<file path="src/rtl/four_bit_down_counter.sv">
// Loadable 4-bit down counter used as a terminal-count timer: a borrow chain of
// And/ThreeAnd/FourAnd gates feeding two levels of s2 mux / mux-flop cells per bit.

module And (
   input  logic a_i,
   input  logic b_i,
   output logic y_o
);
   assign y_o = a_i & b_i;
endmodule

module ThreeAnd (
   input  logic a_i,
   input  logic b_i,
   input  logic c_i,
   output logic y_o
);
   assign y_o = a_i & b_i & c_i;
endmodule

module FourAnd (
   input  logic a_i,
   input  logic b_i,
   input  logic c_i,
   input  logic d_i,
   output logic y_o
);
   assign y_o = a_i & b_i & c_i & d_i;
endmodule

module s2_mux (
   input  logic sel_i,
   input  logic d0_i,
   input  logic d1_i,
   output logic y_o
);
   // Two-way select, d1 wins when sel is high.
   always_comb begin
      y_o = d0_i;
      if (sel_i) begin
         y_o = d1_i;
      end else begin
         y_o = d0_i;
      end
   end
endmodule

module s2_mux_flop (
   input  logic clk_i,
   input  logic clr_i,
   input  logic sel_i,
   input  logic d0_i,
   input  logic d1_i,
   output logic q_o
);
   logic clr_n;
   logic q_d;
   logic q_q;

   assign clr_n = ~clr_i;

   // Input select ahead of the storage element.
   always_comb begin
      q_d = d0_i;
      if (sel_i) begin
         q_d = d1_i;
      end else begin
         q_d = d0_i;
      end
   end

   // Storage element; clr empties it at once, without waiting for a clock.
   always_ff @(posedge clk_i or negedge clr_n) begin
      if (!clr_n) begin
         q_q <= 1'b0;
      end else begin
         q_q <= q_d;
      end
   end

   assign q_o = q_q;
endmodule

module four_bit_down_counter #(
   parameter logic WRAP = 1'b0
) (
   input  logic       clk,
   input  logic       reset,
   input  logic       load,
   input  logic [3:0] load_value,
   input  logic       count_enable,
   output logic [3:0] count,
   output logic       zero,
   output logic       done
);
   logic       clr;
   logic [3:0] count_q;
   logic [3:0] count_n;
   logic [3:0] tog;
   logic [3:0] hold_tog;
   logic       zero_s;
   logic       dec_ok;
   logic       dec;
   logic       is_one;
   logic       done_d;
   logic       done_q;

   assign clr     = ~reset;
   assign count_n = ~count_q;

   FourAnd u_zero (.a_i(count_n[0]), .b_i(count_n[1]), .c_i(count_n[2]), .d_i(count_n[3]), .y_o(zero_s));

   // At zero a decrement is only real when wrapping; otherwise the count saturates.
   assign dec_ok = WRAP | ~zero_s;
   And u_dec (.a_i(count_enable), .b_i(dec_ok), .y_o(dec));

   assign tog[0] = dec;
   And      u_tog1 (.a_i(dec), .b_i(count_n[0]), .y_o(tog[1]));
   ThreeAnd u_tog2 (.a_i(dec), .b_i(count_n[1]), .c_i(count_n[0]), .y_o(tog[2]));
   FourAnd  u_tog3 (.a_i(dec), .b_i(count_n[2]), .c_i(count_n[1]), .d_i(count_n[0]), .y_o(tog[3]));

   genvar i;
   generate
      for (i = 0; i < 4; i = i + 1) begin : g_bit
         s2_mux u_hold_tog (
            .sel_i (tog[i]),
            .d0_i  (count_q[i]),
            .d1_i  (count_n[i]),
            .y_o   (hold_tog[i])
         );
         s2_mux_flop u_load (
            .clk_i (clk),
            .clr_i (clr),
            .sel_i (load),
            .d0_i  (hold_tog[i]),
            .d1_i  (load_value[i]),
            .q_o   (count_q[i])
         );
      end
   endgenerate

   // done fires only on a real 1->0 decrement; a load always clears it.
   FourAnd u_is_one (.a_i(count_q[0]), .b_i(count_n[1]), .c_i(count_n[2]), .d_i(count_n[3]), .y_o(is_one));
   And     u_done   (.a_i(dec), .b_i(is_one), .y_o(done_d));

   s2_mux_flop u_done_ff (
      .clk_i (clk),
      .clr_i (clr),
      .sel_i (load),
      .d0_i  (done_d),
      .d1_i  (1'b0),
      .q_o   (done_q)
   );

   assign count = count_q;
   assign zero  = zero_s;
   assign done  = done_q;
endmodule

</file>
<file path="config.mk">
export PLATFORM = sky130hd
export DESIGN_NAME = four_bit_down_counter
export DESIGN_NICKNAME = d
export VERILOG_FILES = /design/src/rtl/four_bit_down_counter.sv
export SDC_FILE = /design/constraint.sdc
export NUM_CORES = 1
export LEC_CHECK = 0
export CAP_MARGIN = 20
export CORE_AREA = 3 3 40 42
export CTS_BUF_LIST = sky130_fd_sc_hd__clkbuf_2 sky130_fd_sc_hd__clkbuf_4 sky130_fd_sc_hd__clkbuf_8
export DETAILED_ROUTE_END_ITERATION = 8
export DIE_AREA = 0 0 43 45
export SKIP_LAST_GASP = 1
export SLEW_MARGIN = 10
export SYNTH_ARGS = -nofsm -noshare
export SYNTH_HDL_FRONTEND = slang
export SYNTH_SLANG_ARGS = --single-unit
export TNS_END_PERCENT = 30
</file>
<file path="constraint.sdc">
create_clock -name clk -period 1.39 [get_ports clk]
set_input_delay 0.278 -clock clk [delete_from_list [all_inputs] [get_ports clk]]
set_output_delay 0.278 -clock clk [all_outputs]
set_load 0.005 [all_outputs]
</file>
==> reports/metrics.csv <==
metric;value;unit
initial antenna violation count;0;
Crit Path Max Fanout;2;
main flop type after synthesis;dfrtp_1;
dpl ws;-0.251;ns
total global-route track usage;0.0852;
number of I/O port buffers;13;
Yosys reg bits;5;
Placeable Area;1280;um^2
Setup crit end;zero;
Finished Core Util;0.385;
die height;45;um
number of synthesized flops with an enable pin;0;
Mapped Nets;41;
FMAX;666;MHz
Finished Layout Cells;68;
post-synthesis async set-or-reset flop share;1.00;
Slew Limit Fails;0;
synth top area cells;dfrtp_1 (43%), buf_4 (10%), nand2_1 (6.4%);
CP startpoint;g_bit[1].u_load.q_o$_DFFE_PN0P_;
layout cells sized above 1;0.302;
Initial Util;0.228;
WL final;723;um
CTS tree;done;
hold_ws;0.254;ns
DIE WIDTH;43;um
largest net degree at the start of global routing;9;
Min-Delay Path Class;in2async;
Max VDD drop;0.000413;V
failing checks;negative setup slack;
Gate Count Post-Synth;33;
synth unique cells;18;
final setup fails;3;
status;finished with violations;
Via density;4.21;
power density over the cells;1010;nW/um^2
clock skew;0.000633;ns
post-route ant nets;0;
Avg Cell Area, Syn;8.87;um^2
number of global-route vias before repair;260;
crit path DAT;1.22;ns
# H-tree levels;1;
Crit. End Element;output port;
drt initial violations;6;
post-synth top area cell;dfrtp_1;
Area growth syn-to-layout;68.8;%
Placed Area;460;um^2
R2R Path Start;g_bit[1].u_load.q_o$_DFFE_PN0P_;
post-route minimum period;1.50;ns
Clk Latency, worst-skew pair;0.25;ns
dpl hpwl;575;um
total CTS buffers;3;
Setup WS post-layout;-0.112;ns
Final nets;62;
Seq/Total Area, Yosys;0.427;
Tot Pwr;498;uW
Clock Sinks;5;
most common library cells after synthesis;dfrtp_1 (5), nand2_1 (5), buf_4 (4);
Remaining DRCs;0;
vias;286;
Top Ports;14;
crit start category;flip-flop;
clock slew at reported path FFs;0.05;ns
CP required;1.11;ns
RR Endpoint;g_bit[2].u_load.q_o$_DFFE_PN0P_;
RSZ-0062 raised after global routing;true;
Placer Congestion;0.700;
kind of critical path;reg2out;
top cell type's share of synthesized area;0.427;
Final Cell Area;494;um^2
final worst path period share;1.08;
Slew @ Worst Pin;0.344;ns
max capacitance violation total;0;
total gr overflow;0;
first-pass GRT wire length;1180;um
Post-CTS Hold Fix Bufs;0;
Die ar.;1940;um^2
yosys warns;0;
placed cell count;63;
DRT Pass-1 Iters;4;
Bufs on Longest Clock Path;2;
Final Hold Fails;0;
Leak Pwr;0.225;nW
Antenna diodes;0;
WL per Instance;10.6;um
R2R depth;5;
flop-to-flop setup slack;0.07;ns
Cell Rows;13;
Synth Cell Area;293;um^2
Worst slew margin;0.770;
Fin Setup TNS;-0.252;ns
CTS Root Cell;clkbuf_4;
-- layout by cell type, fill, tap and decap left out --
cell type / netlist / routed
buf_4: 4 / 8
dlymetal6s2s_1: 0 / 1
nand2b_1: 1 / 1
a21oi_1: 2 / 2
dlygate4sd2_1: 0 / 1
nor3b_1: 1 / 1
o21ai_0: 1 / 1
a21oi_2: 1 / 1
buf_2: 0 / 1
inv_1: 1 / 1
o31ai_1: 1 / 1
nor2_1: 2 / 2
o21ai_1: 1 / 1
nand3_1: 1 / 1
or3_4: 1 / 1
nor3_2: 1 / 1
nor2b_1: 3 / 3
nand2_1: 5 / 5
o311ai_0: 1 / 1
clkdlybuf4s50_1: 0 / 10
dfrtp_1: 5 / 5
clkbuf_4: 0 / 4
-- critical path: stages, from the launching register on --
cell and delay, ns:
dfrtp_1 0.39, or3_4 0.40, nor2_1 0.08, buf_2 0.11
-- cell families (layout without fill, tap and decap cells) --
logic type	after synthesis	in the layout	share of synthesized area
DFF	5	5	0.427
buffers and inverters	6	26	0.128
and+or+nand+nor	15	15	0.291
AOI/OAI and AO/OA	7	7	0.154
-- report_power, final --
part,total [mW],internal [mW],switching (mW)
combinational,0.137,0.0838,0.0530
sequential,0.167,0.159,0.00810
clock,0.194,0.128,0.0658
total,0.498,0.371,0.127
-- sequential cells by signal (all words and copies together) (netlist names) --
signal / flops
g_bit.u_load.q_o: 4
u_done_ff.q_o: 1
-- per-layer routing --
metal / up-vias / part of all wire / track usage
li1: 148 / - / -
met1: 129 / 0.48 / 0.0998
met2: 9 / 0.46 / 0.126
met3: 0 / 0.061 / 0.0518
met4: 0 / 0 / 0.0361
met5: - / 0 / 0
-- cell type report --
type	instances	area (um^2)
well taps	15	18.8
inverters	1	3.75
repair buffers	21	186
clock buffers	4	30.0
fillers	139	791
multi-input cells	22	130
flip-flops and latches	5	125
-- worst min-delay path by stage --
| stage | end | startpoint | cells after the start |
|---|---|---|---|
| floorplan | g_bit[0].u_load.q_o$_DFFE_PN0P_ | reset | 0 |
| global placement | u_done_ff.q_o$_DFF_PN0_ | reset | 1 |
| detailed placement | u_done_ff.q_o$_DFF_PN0_ | reset | 1 |
| CTS | u_done_ff.q_o$_DFF_PN0_ | reset | 1 |
| global route | u_done_ff.q_o$_DFF_PN0_ | reset | 1 |
| finish | u_done_ff.q_o$_DFF_PN0_ | reset | 1 |
-- timing repair --
item / in CTS / in global routing
gates resized for setup: 5 / 1
setup buffers: 0 / 1
pin swaps: 0 / 0
setup endpoints to repair: 5 / 4
(Power assumes the default switching activity.)
